### src/rtl/memory_access.sv
// Memory stage of the interpolation ASIP pipeline.
// Performs scalar 32-bit and vector 128-bit (four word beats) loads/stores
// against a 32-bit data-memory port, stalls upstream while an access is in
// flight, and presents registered results to writeback.
module memory_access (
  input  logic         clk,
  input  logic         rst,
  input  logic         in_valid,
  input  logic         MemRead,
  input  logic         MemWrite,
  input  logic         VecMem,
  input  logic         RegWrite,
  input  logic         VRegWrite,
  input  logic [4:0]   Rd,
  input  logic [31:0]  ALUresult,
  input  logic [31:0]  WriteData,
  input  logic [127:0] VALUresult,
  input  logic [127:0] VWriteData,
  output logic         stall,
  output logic         mem_req,
  output logic         mem_we,
  output logic [31:0]  mem_addr,
  output logic [31:0]  mem_wdata,
  input  logic [31:0]  mem_rdata,
  input  logic         mem_ready,
  output logic         out_valid,
  output logic         RegWriteOut,
  output logic         VRegWriteOut,
  output logic [4:0]   RdOut,
  output logic [31:0]  ALUresultOut,
  output logic [127:0] VALUresultOut,
  output logic [31:0]  ReadData,
  output logic [127:0] VReadData
);

  typedef enum logic [1:0] {
    IDLE   = 2'd0,
    SCALAR = 2'd1,
    VECTOR = 2'd2
  } state_t;

  state_t       state, state_next;
  logic [1:0]   beat, beat_next;
  logic         retire_mem;

  // Instruction fields captured at acceptance
  logic         l_read;
  logic         l_we;
  logic         l_vec;
  logic         l_regwrite;
  logic         l_vregwrite;
  logic [4:0]   l_rd;
  logic [31:0]  l_alu;
  logic [31:0]  l_wdata;
  logic [127:0] l_valu;
  logic [127:0] l_vwdata;

  logic accept;
  logic is_mem;
  logic beat_done;

  assign accept    = (state == IDLE) && in_valid;
  assign is_mem    = MemRead | MemWrite;
  assign beat_done = mem_req & mem_ready;

  assign stall     = (state != IDLE);
  assign mem_req   = (state != IDLE);
  assign mem_we    = l_we;
  // Beat stays 0 in SCALAR, so one adder serves both access kinds
  assign mem_addr  = {l_alu[31:2], 2'b00} + {28'd0, beat, 2'b00};
  assign mem_wdata = l_vec ? l_vwdata[{beat, 5'd0} +: 32] : l_wdata;

  // State and beat registers
  always_ff @(posedge clk or posedge rst) begin
    if (rst) begin
      state <= IDLE;
      beat  <= '0;
    end else begin
      state <= state_next;
      beat  <= beat_next;
    end
  end

  // Next-state logic: advance on completed beats, retire on the last one
  always_comb begin
    state_next = state;
    beat_next  = beat;
    retire_mem = 1'b0;
    case (state)
      IDLE: begin
        if (accept && is_mem) begin
          state_next = VecMem ? VECTOR : SCALAR;
          beat_next  = '0;
        end
      end
      SCALAR: begin
        if (mem_ready) begin
          state_next = IDLE;
          retire_mem = 1'b1;
        end
      end
      VECTOR: begin
        if (mem_ready) begin
          if (beat == 2'd3) begin
            state_next = IDLE;
            beat_next  = '0;
            retire_mem = 1'b1;
          end else begin
            beat_next = beat + 2'd1;
          end
        end
      end
      default: begin
        state_next = IDLE;
        beat_next  = '0;
      end
    endcase
  end

  // Latch the whole instruction on acceptance; store wins over load
  always_ff @(posedge clk or posedge rst) begin
    if (rst) begin
      l_read      <= 1'b0;
      l_we        <= 1'b0;
      l_vec       <= 1'b0;
      l_regwrite  <= 1'b0;
      l_vregwrite <= 1'b0;
      l_rd        <= '0;
      l_alu       <= '0;
      l_wdata     <= '0;
      l_valu      <= '0;
      l_vwdata    <= '0;
    end else if (accept) begin
      l_read      <= MemRead & ~MemWrite;
      l_we        <= MemWrite;
      l_vec       <= VecMem;
      l_regwrite  <= RegWrite;
      l_vregwrite <= VRegWrite;
      l_rd        <= Rd;
      l_alu       <= ALUresult;
      l_wdata     <= WriteData;
      l_valu      <= VALUresult;
      l_vwdata    <= VWriteData;
    end
  end

  // Writeback outputs: retire pulse, pass-through fields and load data
  always_ff @(posedge clk or posedge rst) begin
    if (rst) begin
      out_valid     <= 1'b0;
      RegWriteOut   <= 1'b0;
      VRegWriteOut  <= 1'b0;
      RdOut         <= '0;
      ALUresultOut  <= '0;
      VALUresultOut <= '0;
      ReadData      <= '0;
      VReadData     <= '0;
    end else begin
      out_valid <= 1'b0;
      if (accept && !is_mem) begin
        out_valid     <= 1'b1;
        RegWriteOut   <= RegWrite;
        VRegWriteOut  <= VRegWrite;
        RdOut         <= Rd;
        ALUresultOut  <= ALUresult;
        VALUresultOut <= VALUresult;
      end else if (retire_mem) begin
        out_valid     <= 1'b1;
        RegWriteOut   <= l_regwrite;
        VRegWriteOut  <= l_vregwrite;
        RdOut         <= l_rd;
        ALUresultOut  <= l_alu;
        VALUresultOut <= l_valu;
      end
      if (beat_done && l_read) begin
        if (state == SCALAR) begin
          ReadData <= mem_rdata;
        end else begin
          VReadData[{beat, 5'd0} +: 32] <= mem_rdata;
        end
      end
    end
  end

endmodule

### config.mk
export PLATFORM = sky130hd
export DESIGN_NAME = memory_access
export DESIGN_NICKNAME = d
export VERILOG_FILES = /design/src/rtl/memory_access.sv
export SDC_FILE = /design/constraint.sdc
export NUM_CORES = 2
export LEC_CHECK = 0
export CAP_MARGIN = 40
export CORE_AREA = 4 4 296 298
export DETAILED_ROUTE_END_ITERATION = 8
export DIE_AREA = 0 0 300 302
export GPL_TIMING_DRIVEN = 0
export PLACE_DENSITY = 0.67
export REMOVE_ABC_BUFFERS = 1
export SLEW_MARGIN = 20
export SYNTH_ARGS = -nofsm -noshare
export SYNTH_HDL_FRONTEND = slang
export SYNTH_SLANG_ARGS = --single-unit
### constraint.sdc
create_clock -name clk -period 41.1 [get_ports clk]
set_clock_uncertainty 0.05 [all_clocks]
set_input_delay 8.22 -clock clk [delete_from_list [all_inputs] [get_ports clk]]
set_output_delay 8.22 -clock clk [all_outputs]
set_load 0.01 [all_outputs]
==> metrics.txt <==
outcome finished clean; area leader, netlist sky130_fd_sc_hd__dfrtp_1; sort of element at the end of the critical path primary output; pin count of the biggest net entering global routing 104; power per cell area 71.3 mW/mm²; leading post-synthesis cells by instance count sky130_fd_sc_hd__dfrtp_1 (662), sky130_fd_sc_hd__nand2_1 (437), sky130_fd_sc_hd__mux2_2 (393); DRC violations left 0; DIE WIDTH approximately 300 µm; Total Routing Usage GR 0.186; maximum capacitance violations 0; share of cell area taken by muxes after synthesis 0.244; fraction of registers with async set/reset 1.00; most used flip-flop cell after synthesis sky130_fd_sc_hd__dfrtp_1; via count normalized by instance count 4.73; number of filler cells placed in the layout about 7,700; Worst Tran Pin Value 0.841 ns; simple-gate portion of the synthesized area 0.0729; Routed WL slightly below 90 mm; detailed-router iteration count before antenna repair 4; top post-synthesis cells by area sky130_fd_sc_hd__dfrtp_1 (59%), sky130_fd_sc_hd__mux2_2 (16%), sky130_fd_sc_hd__mux2i_1 (6.0%); post-CTS setup buffer count 0; total vias in the final route 20,000; Final min period about 13 ns; share of layout cells above drive strength 1 0.197; placed wire-length estimate after detailed placement 63.7 mm; worst-path maximum fanout 24; cts bufs inserted 76; Std-Cell Rows around 110; antenna violations before repair 27; critical path data arrival time around 4.3 ns; proportion of synthesized chip area in sequential cells 0.586; final hold vios 0; signed area change from the synthesized netlist to the final layout 42.6%; depth of the worst register-to-register path 15; worst min path class reg2reg; port bufs around 760; clock tree from TritonCTS yes; Distinct cells, synth 40; H-tree levels 3; insertion delay of the later-clocked pin in the worst-skew pair 0.62 ns; Wirelength per Cell about 20 µm; XOR/XNOR share of the synthesized area 0.00868; Core Area 0.0849 mm²; compound-cell area share of the yosys netlist 0.0542; starting DRC count in detailed routing around 930; EDFF count, synth 0; post-route worst hold slack 0.424 ns; max frequency 0.0797 GHz; max-slew headroom at the worst pin 0.435; clock-pin transition on the worst setup and hold timing paths about 0.06 ns; hold buffers post-CTS 0; sum of negative setup slack 0 ns; CTS-repair resized insts 0; type of element launching the critical path register; Tcrit/Tclk final 0.305; mean instance size in the synthesized netlist between 10 and 15 µm²; number of nets in the finished design 3,381; DP Area between 0.03 and 0.04 mm²; number of cells on the worst hold path 2; combined flip-flop and latch cell area 0.0166 mm²; number of register bits inferred by synthesis ~660; main combinational cell family by area after synthesis multiplexers; most instantiated library cell after synthesis sky130_fd_sc_hd__dfrtp_1; number of max-slew violations in the final report 0; share of the synthesized area in the top cell type 0.586; RSZ-0062 raised after global routing false; CTS Root Buffer Type sky130_fd_sc_hd__clkbuf_16; number of nets with antenna violations after routing 0; final instance area between 0.04 and 0.05 mm²; adder and majority cell fraction of the synthesized area 0.00558; footprint of the multi-input gates 0.0110 mm²; number of sinks handled by clock tree synthesis between 600 and 700; count of mapped cells out of synthesis about 2,300; CTS max path bufs 3; final number of setup-violating endpoints 0; area enclosed by the die boundary approximately 0.091 mm²; leakage component of the power ~16 nW; starting density of the core 0.333; wire length of the first global-routing pass roughly 130 mm; number of warnings issued by yosys 0; RePlAce Congestion ~0.79; Post-Syn Area approximately 0.028 mm²; GRT overflow 0; via count of the first global-routing pass 20,800; Req. time, crit path approximately 33 ns; Critical Setup Path Class reg2out; die height 302 µm; worst IR drop on VDD approximately 0.054 mV; number of ports placed on the die boundary ~760
cell families after synthesis:
group,count (synthesis)
other cells,1
fa+ha+maj,12
simple gates,498
mux,594
xor+xnor,28
buf+inv,159
flops,662
compound gates,304
routing by layer:
metal / up-vias / share of wire / global-route usage
li1: 9358 / - / -
met1: 9860 / 0.39 / 0.219
met2: 630 / 0.48 / 0.310
met3: 134 / 0.10 / 0.0815
met4: 14 / 0.026 / 0.0587
met5: - / 0.0014 / 0
final cells by class:
cell class | instances | area share
Timing Repair Buffer | 815 | 0.215
Inverter | 10 | 0.00112
Tap cell | 1144 | 0.0355
Antenna cell | 18 | 0.00112
Clock buffer | 113 | 0.0567
Clock inverter | 24 | 0.00770
Multi-Input combinational cell | 1438 | 0.272
Sequential cell | 662 | 0.411
cell usage in the layout (no fill, tap or decap), types with 4 or more instances in the layout:
| cell type | n |
|---|---|
| sky130_fd_sc_hd__clkbuf_16 | 79 |
| sky130_fd_sc_hd__xnor2_1 | 20 |
| sky130_fd_sc_hd__o21ai_0 | 148 |
| sky130_fd_sc_hd__mux2i_1 | 169 |
| sky130_fd_sc_hd__mux2_2 | 393 |
| sky130_fd_sc_hd__xor2_1 | 8 |
| sky130_fd_sc_hd__nand2_4 | 4 |
| sky130_fd_sc_hd__mux4_1 | 17 |
| sky130_fd_sc_hd__inv_1 | 9 |
| sky130_fd_sc_hd__nand4_1 | 11 |
| sky130_fd_sc_hd__dfrtp_1 | 659 |
| sky130_fd_sc_hd__buf_8 | 21 |
| sky130_fd_sc_hd__ha_1 | 11 |
| sky130_fd_sc_hd__mux4_2 | 15 |
| sky130_fd_sc_hd__nand2b_1 | 4 |
| sky130_fd_sc_hd__o21ai_1 | 149 |
| sky130_fd_sc_hd__a21oi_1 | 4 |
| sky130_fd_sc_hd__bufinv_16 | 4 |
| sky130_fd_sc_hd__diode_2 | 18 |
| sky130_fd_sc_hd__clkdlybuf4s50_1 | 758 |
| sky130_fd_sc_hd__buf_16 | 17 |
| sky130_fd_sc_hd__clkbuf_8 | 18 |
| sky130_fd_sc_hd__nor2_1 | 7 |
| sky130_fd_sc_hd__clkbuf_1 | 16 |
| sky130_fd_sc_hd__and4_1 | 6 |
| sky130_fd_sc_hd__nand3_1 | 9 |
| sky130_fd_sc_hd__clkinv_2 | 12 |
| sky130_fd_sc_hd__buf_6 | 9 |
| sky130_fd_sc_hd__buf_12 | 8 |
| sky130_fd_sc_hd__nand2_1 | 437 |
worst paths after layout:
kind	from	to	slack, ns
max in group asynchronous	rst	l_vec	30.93
worst max-delay path	beat[1]	mem_addr[23]	28.56
min in group asynchronous	rst	VALUresultOut[71]	7.96
worst max register to register	state[0]	ALUresultOut[4]	37.46
worst min register to register	VReadData[89]	VReadData[89]	0.42
worst min-delay path	VReadData[89]	VReadData[89]	0.42
flip-flops by register name, summed over array words and instances, names as in the netlist, 2 cells and up:
signal,flops
l_wdata,32
VALUresultOut,128
beat,2
l_rd,5
VReadData,128
l_alu,32
ALUresultOut,32
state,2
ReadData,32
l_vwdata,128
l_valu,128
RdOut,5
critical path: stages, from the launching register on:
cell and delay [ns]:
sky130_fd_sc_hd__dfrtp_2 0.60, sky130_fd_sc_hd__buf_12 0.26, sky130_fd_sc_hd__ha_1 0.30, sky130_fd_sc_hd__a21oi_1 0.21, sky130_fd_sc_hd__nor2_2 0.64, sky130_fd_sc_hd__nand4_1 0.23
sky130_fd_sc_hd__xnor2_1 0.72, sky130_fd_sc_hd__clkdlybuf4s50_1 0.68
report_power, final:
group          switching [W]  internal (W)
clock network       0.000282      0.000413
registers           0.000165      0.000925
logic               0.000456      0.000630
total               0.000904       0.00197
metrics by stage:
stage                     total power (W)  std cells  setup slack (ns)  utilization
after global routing              0.00304       4214             28.33        0.474
after CTS                         0.00291       4206             28.36        0.474
final                             0.00287       4224             28.56        0.475
after global placement            0.00227       4012             0.452        0.430
after detailed placement          0.00220       4069             29.04        0.444
after floorplan                   0.00168       2110             14.28            -
(Power assumes the default switching activity.)
